<file path="config.mk">
export PLATFORM = sky130hd
export DESIGN_NAME = memdump_streamer
export DESIGN_NICKNAME = d
export VERILOG_FILES = /design/src/rtl/memdump_streamer.sv
export SDC_FILE = /design/constraint.sdc
export NUM_CORES = 1
export LEC_CHECK = 0
export BUFFER_PORTS_ARGS = -buffer_cell sky130_fd_sc_hd__buf_2
export CAP_MARGIN = 15
export CORE_UTILIZATION = 30
export DETAILED_ROUTE_END_ITERATION = 6
export PLACE_DENSITY = 0.64
export SLEW_MARGIN = 25
export SYNTH_ARGS = -nofsm -noshare
export SYNTH_HDL_FRONTEND = slang
export SYNTH_SLANG_ARGS = --single-unit
</file>
<file path="constraint.sdc">
create_clock -name clk -period 3.5 [get_ports clk]
set_input_delay 0.7 -clock clk [delete_from_list [all_inputs] [get_ports clk]]
set_output_delay 0.7 -clock clk [all_outputs]
set_load 0.1 [all_outputs]
</file>
<file path="src/rtl/memdump_streamer.sv">
// -----------------------------------------------------------------------------
// memdump_streamer
//
// Post-halt memory dump engine. Watches the write-back opcode and, on the first
// TRAP (opcode 6'h11) after reset, freezes the core and walks the data-memory
// window [START_ADDR, END_ADDR) in steps of ADDR_STEP. Each word is read
// through a single-cycle-latency read port and streamed out on a valid/ready
// interface in address order. Exactly one dump happens per reset; the engine
// then parks in DONE with the core still halted.
//
// Optional feature macro: MEMDUMP_CHECKSUM_EN
//   When defined, a running 32-bit sum of all dumped words is kept, and one
//   extra beat (out_addr = 32'hFFFFFFFF, out_data = sum, out_last = 1) follows
//   the data beats. When undefined, out_last marks the final data word.
//
// Parameters:
//   START_ADDR  first word index dumped
//   END_ADDR    exclusive end word index (unsigned compare)
//   ADDR_STEP   address increment per word (32-bit, wraps mod 2^32)
//
// Ports:
//   clk        in   clock
//   reset      in   asynchronous, active-high reset
//   wb_opcode  in   [5:0] opcode of the instruction in write-back
//   cpu_halt   out  freezes the core; set at TRAP, held until reset
//   mem_re     out  data-memory read strobe (one cycle per word)
//   mem_addr   out  [31:0] data-memory read address
//   mem_rdata  in   [31:0] read data, valid the cycle after mem_re
//   out_valid  out  stream beat valid
//   out_ready  in   stream sink accepts the beat
//   out_data   out  [31:0] beat payload
//   out_addr   out  [31:0] word address of the payload
//   out_last   out  final beat of the dump
//   dump_done  out  one-cycle pulse after the final handshake
// -----------------------------------------------------------------------------
module memdump_streamer #(
    parameter logic [31:0] START_ADDR = 32'd8192,
    parameter logic [31:0] END_ADDR   = 32'd8292,
    parameter logic [31:0] ADDR_STEP  = 32'd1
) (
    input  logic        clk,
    input  logic        reset,
    input  logic [5:0]  wb_opcode,
    output logic        cpu_halt,
    output logic        mem_re,
    output logic [31:0] mem_addr,
    input  logic [31:0] mem_rdata,
    output logic        out_valid,
    input  logic        out_ready,
    output logic [31:0] out_data,
    output logic [31:0] out_addr,
    output logic        out_last,
    output logic        dump_done
);

    localparam logic [5:0] TRAP_OPCODE = 6'h11;

    localparam logic [2:0] ST_IDLE = 3'd0;
    localparam logic [2:0] ST_READ = 3'd1;
    localparam logic [2:0] ST_WAIT = 3'd2;
    localparam logic [2:0] ST_SEND = 3'd3;
`ifdef MEMDUMP_CHECKSUM_EN
    localparam logic [2:0] ST_CSUM = 3'd4;
`endif
    localparam logic [2:0] ST_DONE = 3'd5;

    // Address used to tag the checksum beat so the sink can tell it from data.
    localparam logic [31:0] CSUM_ADDR = 32'hFFFF_FFFF;

    // Window is known empty at elaboration time; TRAP then skips all reads.
    localparam logic EMPTY_WINDOW = (START_ADDR >= END_ADDR) ? 1'b1 : 1'b0;

    logic [2:0]  state_q,     state_d;
    logic [31:0] cur_q,       cur_d;
    logic        cpu_halt_q,  cpu_halt_d;
    logic        mem_re_q,    mem_re_d;
    logic [31:0] mem_addr_q,  mem_addr_d;
    logic        out_valid_q, out_valid_d;
    logic [31:0] out_data_q,  out_data_d;
    logic [31:0] out_addr_q,  out_addr_d;
    logic        out_last_q,  out_last_d;
    logic        dump_done_q, dump_done_d;
`ifdef MEMDUMP_CHECKSUM_EN
    logic [31:0] sum_q,       sum_d;
`endif

    logic        trap_s;
    logic [31:0] next_addr_s;
    logic        at_end_s;

    assign trap_s      = (wb_opcode == TRAP_OPCODE) ? 1'b1 : 1'b0;
    // Wrapping add; the end test is an unsigned compare on the wrapped value.
    assign next_addr_s = cur_q + ADDR_STEP;
    assign at_end_s    = (next_addr_s >= END_ADDR) ? 1'b1 : 1'b0;

    // Next-state and next-output computation for the dump sequencer.
    always_comb begin
        state_d     = state_q;
        cur_d       = cur_q;
        cpu_halt_d  = cpu_halt_q;
        mem_re_d    = 1'b0;
        mem_addr_d  = mem_addr_q;
        out_valid_d = out_valid_q;
        out_data_d  = out_data_q;
        out_addr_d  = out_addr_q;
        out_last_d  = out_last_q;
        dump_done_d = 1'b0;
`ifdef MEMDUMP_CHECKSUM_EN
        sum_d       = sum_q;
`endif

        case (state_q)
            ST_IDLE: begin
                if (trap_s) begin
                    cpu_halt_d = 1'b1;
                    cur_d      = START_ADDR;
`ifdef MEMDUMP_CHECKSUM_EN
                    sum_d      = 32'd0;
`endif
                    if (EMPTY_WINDOW) begin
`ifdef MEMDUMP_CHECKSUM_EN
                        // Only the checksum beat (value 0) is sent.
                        state_d     = ST_CSUM;
                        out_valid_d = 1'b1;
                        out_data_d  = 32'd0;
                        out_addr_d  = CSUM_ADDR;
                        out_last_d  = 1'b1;
`else
                        state_d     = ST_DONE;
                        dump_done_d = 1'b1;
`endif
                    end else begin
                        // Issue the first read on the TRAP edge itself.
                        state_d    = ST_READ;
                        mem_re_d   = 1'b1;
                        mem_addr_d = START_ADDR;
                    end
                end else begin
                    state_d = ST_IDLE;
                end
            end

            ST_READ: begin
                // mem_re is high during this state only; data returns next cycle.
                state_d = ST_WAIT;
            end

            ST_WAIT: begin
                state_d     = ST_SEND;
                out_valid_d = 1'b1;
                out_data_d  = mem_rdata;
                out_addr_d  = cur_q;
`ifdef MEMDUMP_CHECKSUM_EN
                out_last_d  = 1'b0;
                sum_d       = sum_q + mem_rdata;
`else
                out_last_d  = at_end_s;
`endif
            end

            ST_SEND: begin
                if (out_ready) begin
                    out_valid_d = 1'b0;
                    out_last_d  = 1'b0;
                    if (!at_end_s) begin
                        // Next read goes out on the handshake edge.
                        state_d    = ST_READ;
                        cur_d      = next_addr_s;
                        mem_re_d   = 1'b1;
                        mem_addr_d = next_addr_s;
                    end else begin
`ifdef MEMDUMP_CHECKSUM_EN
                        state_d     = ST_CSUM;
                        out_valid_d = 1'b1;
                        out_data_d  = sum_q;
                        out_addr_d  = CSUM_ADDR;
                        out_last_d  = 1'b1;
`else
                        state_d     = ST_DONE;
                        dump_done_d = 1'b1;
`endif
                    end
                end else begin
                    state_d = ST_SEND;
                end
            end

`ifdef MEMDUMP_CHECKSUM_EN
            ST_CSUM: begin
                if (out_ready) begin
                    state_d     = ST_DONE;
                    out_valid_d = 1'b0;
                    out_last_d  = 1'b0;
                    dump_done_d = 1'b1;
                end else begin
                    state_d = ST_CSUM;
                end
            end
`endif

            ST_DONE: begin
                // Sticky until reset; further TRAPs are ignored.
                state_d = ST_DONE;
            end

            default: begin
                state_d = ST_IDLE;
            end
        endcase
    end

    // State and registered-output flops with asynchronous reset.
    always_ff @(posedge clk or posedge reset) begin
        if (reset) begin
            state_q     <= ST_IDLE;
            cur_q       <= 32'd0;
            cpu_halt_q  <= 1'b0;
            mem_re_q    <= 1'b0;
            mem_addr_q  <= 32'd0;
            out_valid_q <= 1'b0;
            out_data_q  <= 32'd0;
            out_addr_q  <= 32'd0;
            out_last_q  <= 1'b0;
            dump_done_q <= 1'b0;
        end else begin
            state_q     <= state_d;
            cur_q       <= cur_d;
            cpu_halt_q  <= cpu_halt_d;
            mem_re_q    <= mem_re_d;
            mem_addr_q  <= mem_addr_d;
            out_valid_q <= out_valid_d;
            out_data_q  <= out_data_d;
            out_addr_q  <= out_addr_d;
            out_last_q  <= out_last_d;
            dump_done_q <= dump_done_d;
        end
    end

`ifdef MEMDUMP_CHECKSUM_EN
    // Running checksum of dumped words.
    always_ff @(posedge clk or posedge reset) begin
        if (reset) begin
            sum_q <= 32'd0;
        end else begin
            sum_q <= sum_d;
        end
    end
`endif

    assign cpu_halt  = cpu_halt_q;
    assign mem_re    = mem_re_q;
    assign mem_addr  = mem_addr_q;
    assign out_valid = out_valid_q;
    assign out_data  = out_data_q;
    assign out_addr  = out_addr_q;
    assign out_last  = out_last_q;
    assign dump_done = dump_done_q;

endmodule

</file>
; Yosys cells after proc, flatten, opt, wreduce, memory -nomap -nowiden
; Cells that the tools add are included.
[op_classes]
add_sub_neg = 1
order_cmp = 1
eq_ne = 8
muxes = 20
reduce_logical = 6
[op_table]
columns = op, n
row1 = $mux W32, 3
row2 = $pmux W32 S2, 1
row3 = $add A32 B1 Y32 const B, 1
row4 = $ge A32 B14 Y1 const B, 1
row5 = $pmux W3 S5, 1
row6 = $mux W1, 10
row7 = $eq A3 B2 Y1 const B, 2
row8 = $eq A6 B5 Y1 const B, 1
row9 = $mux W3, 2
row10 = $ne A2 B2 Y1 const B, 3
row11 = $pmux W1 S2, 3
row12 = $reduce_and A2 Y1, 2
row13 = $reduce_and A4 Y1, 1
row14 = $reduce_bool A2 Y1, 2
row15 = $eq A3 B1 Y1 const B, 1
row16 = $eq A3 B3 Y1 const B, 1
row17 = $logic_not A3 Y1, 1
[totals]
regBits = 104
in_bits = 41
out_inout_bits = 101
elab_cells = 45

; Logic depth before layout (Yosys ltp)
; Gate-level depths: netlist of run 1.
[depth]
depth_word = 6
mapped_depth = 12
mapped_depth_nobuf = 9

; Worst setup path before layout of run 1
; OpenSTA, ideal clock, no wires.
[synth_path]
kind = reg2reg
start = register mem_addr[1] (netlist name)
end = register mem_addr_q[6] (netlist: mem_addr[6])
t_arrival_ns = 3.308
t_required_ns = 3.379
path_slack_ns = 0.071
path_stages_with_launch = 13
period_less_slack_ns = 3.429
cell_sequence = dfrtp_1 > ha_1 > clkbuf_1 > and3_1 > clkbuf_1 > nand4_1 > o32a_1 > nor3_1 > nand4b_1 > nor3_2 > buf_4 > o21ai_1 > a22o_1
[synth_rtl]
columns = item, line
row1 = end signal: assignment, 230  ; mem_addr_q <= mem_addr_d;
row2 = end: declaration, 77  ; logic [31:0] mem_addr_q, mem_addr_d;

==> results of run 1 <==
## worst max-delay path by stage
stage / slack (ps) / startpoint / endpoint / cells after the start
after floorplan: 70 / reset / cpu_halt / 1
after global placement: 330 / mem_addr[4] / mem_addr[0] / 9
after detailed placement: 290 / mem_addr[2] / mem_addr[12] / 8
after CTS: 280 / mem_addr[4] / mem_addr[12] / 8
after global routing: 40 / mem_addr[1] / mem_addr[12] / 9
final: 250 / mem_addr[4] / mem_addr[12] / 8
## cells by family after synthesis
group           Yosys count
compound gates           64
xor+xnor                  6
fa+ha+maj                 1
buf+inv                  36
flops                   104
mux                      66
simple gates            145
## power breakdown
group	internal, W	switching (W)	leakage (nW)
sequential	0.00120	0	1.40
clock	0.000737	0.000438	0.172
combinational	0.0000178	0.0000311	1.61
## placed cells by master, fill, tap and decap left out, types with 4 or more instances in the layout
cell / n
a211oi_1: 4
a21oi_1: 8
a22o_1: 6
a31oi_1: 4
and2_1: 4
and3_1: 7
and4_1: 4
buf_2: 141
buf_4: 9
clkbuf_16: 9
dfrtp_1: 104
inv_1: 10
mux2_2: 64
nand2_1: 26
nand3_1: 11
nand4_1: 8
nor2_1: 20
nor2b_1: 18
nor3_1: 18
nor4_1: 6
o21ai_0: 10
o21ai_1: 5
or3_1: 5
xnor2_1: 4
## stage by stage
stage	instance area (um2)	std cells	hold WS (ps)	utilization [%]
final	6100	774	469	39.6
after global routing	6100	774	517	39.6
after CTS	6100	774	475	39.6
after detailed placement	5750	758	456	37.3
after global placement	5750	758	447	37.3
after floorplan	4820	422	465	-
## state kept, by name, indices dropped and copies added (netlist names)
register	cells
dump_done	1
mem_addr	32
state_q	3
mem_re	1
out_last	1
out_data	32
out_addr	32
out_valid	1
cpu_halt	1
## routing by layer
layer	GRT usage, %	up-vias	share of wire [%]
li1	-	1808	-
met1	19.5	1910	43
met2	26.0	114	49
met3	3.91	13	6.0
met4	4.91	0	1.2
met5	0	-	0
## cell type report
cell class                      count  area (um2)  area share, %
Multi-Input combinational cell    282        2070           33.8
Inverter                           11        43.8          0.717
Sequential cell                   104        2600           42.6
Clock buffer                       11         253           4.14
Clock inverter                      5         103           1.68
Timing Repair Buffer              150         773           12.7
Tap cell                          211         264           4.32
## worst max-delay path, cell delays in order (launching register included)
cell and delay [ps]:
dfrtp_1 570, nand3_2 280, or4_1 630, o32a_1 190, a211oi_1 260, nand4b_1 220, nor2_1 520, nand2_1 180
o41ai_2 290
==> run_results.csv, run 1 <==
group,metric,value,unit
worst_setup_path,startpoint_type,"flip-flop",
yosys,synth.area.mux_share,15.4,%
floorplanning,row_count,45,
global_routing,antenna_found_initial,0,
worst_setup_path,endpoint_kind,"flip-flop",
place,placement.io_buffers,141,
sta,worstMarginPinSlew,861,ps
floorplanning,core_area,15400,um2
drt,wire_per_inst,15.7,um
hold_path,hold_path.startpoint,"cpu_halt",
place,gp_congestion,0.838,
global_routing,grt_pass1_wl,19700,um
cells_and_area,drive_gt1_share,43.0,%
global_routing,grt_max_degree,67,
worst_setup_path,ff2ff_path_depth,8,
yosys,yosysMostFrequentCell,"dfrtp_1",
clock_tree,cts_root_buf,"clkbuf_16",
sta,finalHoldViolations,0,
sta,slew_headroom,42.6,%
drt,dr.pass1.iters,4,
clock_tree,cts.sinks,104,
yosys,ys.flop_type,"dfrtp_1",
floorplanning,start_util,31.3,%
sta,setup_violations,0,
clock_tree,ctsResizeCount,0,
sta,period_share,92.8,%
sta,report.final.slew_viol_count,0,
yosys,synth-edff-count,0,
place,dp_hpwl,8820,um
yosys,syn_inst,422,
worst_setup_path,rrSetupSlack,250,ps
yosys,syn_nets,464,
drt,drtIter0Drc,182,
worst_setup_path,crit_required,3750,ps
sta,tns,0,ps
clock_tree,clk_pin_slew_worst_paths,70,ps
clock_tree,cts_hold_buffers,0,
yosys,synth_cell_types,56,
hold_path,worstHoldEndpoint,"cpu_halt",
cells_and_area,fin_nets,600,
worst_setup_path,worstReg2RegStart,"mem_addr[4]",
power_and_ir_drop,peakVddDrop,0.202,mV
global_routing,gr-total-overflow,0,
yosys,seq_area_frac_synth,54.0,%
drt,num_vias,3845,
clock_tree,clock_latency,350,ps
power_and_ir_drop,p_leak,3.18,nW
place,dp_slack,291,ps
worst_setup_path,arrival,3500,ps
worst_setup_path,crit_fanout,13,
floorplanning,dieWidth,129,um
clock_tree,numCtsBuffers,9,
yosys,synth_top_cell_by_area,"dfrtp_1",
yosys,synthSimpleGateAreaFrac,16.5,%
yosys,yosys.area_share.adder,0.259,%
yosys,yosysWarnings,0,
cells_and_area,area_growth,26.6,%
clock_tree,cts_tree,"yes",
yosys,synth_compound_area_share,9.52,%
drt,drc,0,
hold_path,hold_path_class,"reg2reg",
yosys,ys_seq_elements,104,
power_and_ir_drop,p_total,0.00243,W
clock_tree,cts_setup_buffers,0,
global_routing,grtUsageTotal,15.5,%
hold_path,min_path_cells,1,
cells_and_area,num_antenna_cells,0,
worst_setup_path,reg2reg_to,"mem_addr[12]",
flow_run,cap_violations,0,
yosys,syn_avg_cell_area,11.4,um2
sta,setup_slack,251,ps
floorplanning,die-area,16600,um2
drt,ant_nets,0,
sta,rsz0062_at_grt,"false",
sta,max_freq,308,MHz
clock_tree,cts_buffer_depth,2,
floorplanning,io_pins,142,
power_and_ir_drop,powerDensity,397,nW/um2
clock_tree,htreeDepth,3,
floorplanning,die_y,129,um
yosys,ys_top_cells_by_count,"dfrtp_1, mux2_2, nand2_1",
cells_and_area,fill_cells,1550,
worst_setup_path,worstSetupPathType,"reg2reg",
yosys,yosys.area.top_type_share,54.0,%
yosys,synth_xor_area_share,1.09,%
yosys,synth_area,4820,um2
status,outcome,"finished, final reports clean",
sta,min_period,3250,ps
sta,skew,5.34,ps
yosys,synth_top_family_by_area,"simple AND/OR/NAND/NOR gates",
drt,viasPerCell,4.97,
global_routing,grt_pass1_vias,3784,
yosys,async_flop_share,100,%
drt,routed_wl,12200,um
yosys,ys_top_cells_by_area,"dfrtp_1, mux2_2, nor2b_1",
No activity file was read; power rests on OpenSTA's default activity.
==> inputs of run 2 (changes only) <==
--- a/config.mk
+++ b/config.mk
@@ -8,8 +8,9 @@
 export BUFFER_PORTS_ARGS = -buffer_cell sky130_fd_sc_hd__buf_2
 export CAP_MARGIN = 15
 export CORE_UTILIZATION = 30
+export CTS_BUF_LIST = sky130_fd_sc_hd__clkbuf_8
 export DETAILED_ROUTE_END_ITERATION = 6
-export PLACE_DENSITY = 0.64
+export PLACE_DENSITY = 0.62
 export SLEW_MARGIN = 25
 export SYNTH_ARGS = -nofsm -noshare
 export SYNTH_HDL_FRONTEND = slang
==> constraint.sdc (replaced) <==
create_clock -name clk -period 3.74 [get_ports clk]
set_input_delay 0.748 -clock clk [delete_from_list [all_inputs] [get_ports clk]]
set_output_delay 0.748 -clock clk [all_outputs]
set_load 0.1 [all_outputs]
==> run 2 against run 1 <==
  * Design area fell by 3.3%
  * Fmax rose by 0.14%
  * Die area did not move
  * Sequential cell count did not move
  * Combinational power fell by 3%
  * Non-clock buffer count fell by 4
  * Hold slack got worse by 1.4 ps
  * Critical endpoint is now mem_addr[16]
==> run_results.csv, run 2 (synthesis results as in run 1) <==
group,metric,value,unit
clock_tree,clk_pin_slew_worst_paths,100,ps
worst_setup_path,reg2reg_to,"mem_addr[16]",
power_and_ir_drop,peakVddDrop,0.149,mV
global_routing,grt_pass1_wl,20000,um
floorplanning,die_y,129,um
clock_tree,htreeDepth,3,
cells_and_area,design_area,5900,um2
drt,routed_wl,12400,um
drt,drc,0,
power_and_ir_drop,p_leak,3.09,nW
sta,min_period,3240,ps
cells_and_area,num_antenna_cells,0,
cells_and_area,fin_nets,596,
worst_setup_path,crit_required,3990,ps
global_routing,grt_max_degree,67,
worst_setup_path,worstSetupPathType,"reg2reg",
sta,setup_violations,0,
sta,period_share,86.7,%
drt,wl_met1,5750,um
floorplanning,die-area,16600,um2
cells_and_area,drive_gt1_share,42.4,%
sta,slew_headroom,39.8,%
status,outcome,"finished, final reports clean",
worst_setup_path,startpoint_type,"flip-flop",
drt,wire_per_inst,16.0,um
drt,dr.max_layer_used,"met4",
hold_path,worstHoldEndpoint,"cpu_halt",
clock_tree,cts.sinks,104,
floorplanning,start_util,31.3,%
floorplanning,io_pins,142,
place,place_area,5730,um2
clock_tree,cts_setup_buffers,0,
sta,worstMarginPinSlew,903,ps
worst_setup_path,ff2ff_path_depth,8,
drt,dr.pass1.iters,4,
sta,report.final.slew_viol_count,0,
worst_setup_path,endpoint_kind,"flip-flop",
worst_setup_path,worstReg2RegStart,"mem_addr[10]",
sta,skew,15.2,ps
drt,drtIter0Drc,164,
clock_tree,ctsResizeCount,0,
hold_path,min_path_cells,1,
worst_setup_path,crit_fanout,19,
worst_setup_path,max_stage_delay,620,ps
cells_and_area,fill_cells,1569,
drt,viasPerCell,5.02,
place,gp_congestion,0.876,
sta,finalHoldViolations,0,
worst_setup_path,cp.buffers_inverters,0,
global_routing,grtUsageTotal,15.6,%
cells_and_area,seq_area,2600,um2
sta,max_freq,308,MHz
sta,rsz0062_at_grt,"false",
place,dp_hpwl,8650,um
clock_tree,cts_buffer_depth,2,
cells_and_area,final_common_cell,"buf_2",
drt,route.met3.wl,643,um
floorplanning,core_area,15400,um2
place,placement.io_buffers,141,
cells_and_area,layout_common_cells,"buf_2, dfrtp_1, mux2_2",
drt,num_vias,3864,
cells_and_area,multi_input_area,2070,um2
clock_tree,numCtsBuffers,9,
hold_path,hold_path.startpoint,"cpu_halt",
sta,tns,0,ps
worst_setup_path,crit_chain,"nand4_2, or3_1, o32a_1, a211oi_1, nand4b_1, nor3_2, o22a_2, nor2b_1",
worst_setup_path,crit_family,"simple AND/OR/NAND/NOR gates",
global_routing,antenna_found_initial,0,
floorplanning,dieWidth,129,um
drt,wl_met2,5770,um
global_routing,grt_pass1_vias,3847,
flow_run,cap_violations,0,
worst_setup_path,arrival,3500,ps
clock_tree,cts_root_buf,"clkbuf_8",
global_routing,gr-total-overflow,0,
hold_path,hold_path_class,"reg2reg",
floorplanning,row_count,45,
worst_setup_path,rrSetupSlack,500,ps
clock_tree,clock_latency,390,ps
clock_tree,cts_hold_buffers,0,
power_and_ir_drop,powerDensity,307,nW/um2
worst_setup_path,slowest_stage,"dfrtp_1",
drt,ant_nets,0,
clock_tree,cts_tree,"yes",
cells_and_area,area_growth,22.3,%
[run 2: through the flow]
stage / instances / util [%] / power (W) / setup WS (ps) / hold slack, ps
6_report: 770 / 38.2 / 0.00181 / 496 / 467
4_1_cts: 770 / 38.2 / 0.00184 / 483 / 476
3_5_place_dp: 754 / 37.2 / 0.00120 / 545 / 447
5_1_grt: 770 / 38.2 / 0.00190 / 216 / 505
2_1_floorplan: 422 / - / 0.00116 / 260 / 465
3_3_place_gp: 754 / 37.2 / 0.00119 / 613 / 447
[run 2: cell type report]
type / instances / share of cell area, %
well taps: 211 / 4.47
flip-flops and latches: 104 / 44.1
multi-input cells: 282 / 35.0
repair buffers: 146 / 12.8
inverters: 11 / 0.742
clock inverters: 7 / 0.763
clock buffers: 9 / 2.10
[run 2: power by group]
part	internal (W)	switching [W]
sequential	0.00112	0
combinational	0.0000175	0.0000299
clock	0.000244	0.000394
total	0.00138	0.000424
[run 2: routing by layer]
metal  GRT usage (%)  vias up
met1            20.4     1924
met2            25.4      124
li1                -     1798
met5               0        -
met4            4.98        0
met3            3.87       18
[run 2: worst max-delay path by stage]
stage | from | to | slack, ps | cells after the start
after floorplan | reset | cpu_halt | 260 | 1
after global placement | mem_addr[9] | mem_addr[18] | 610 | 8
after detailed placement | mem_addr[9] | mem_addr[27] | 550 | 8
after CTS | mem_addr[9] | mem_addr[16] | 480 | 8
after global routing | mem_addr[1] | mem_addr[15] | 220 | 9
final | mem_addr[10] | mem_addr[16] | 500 | 8
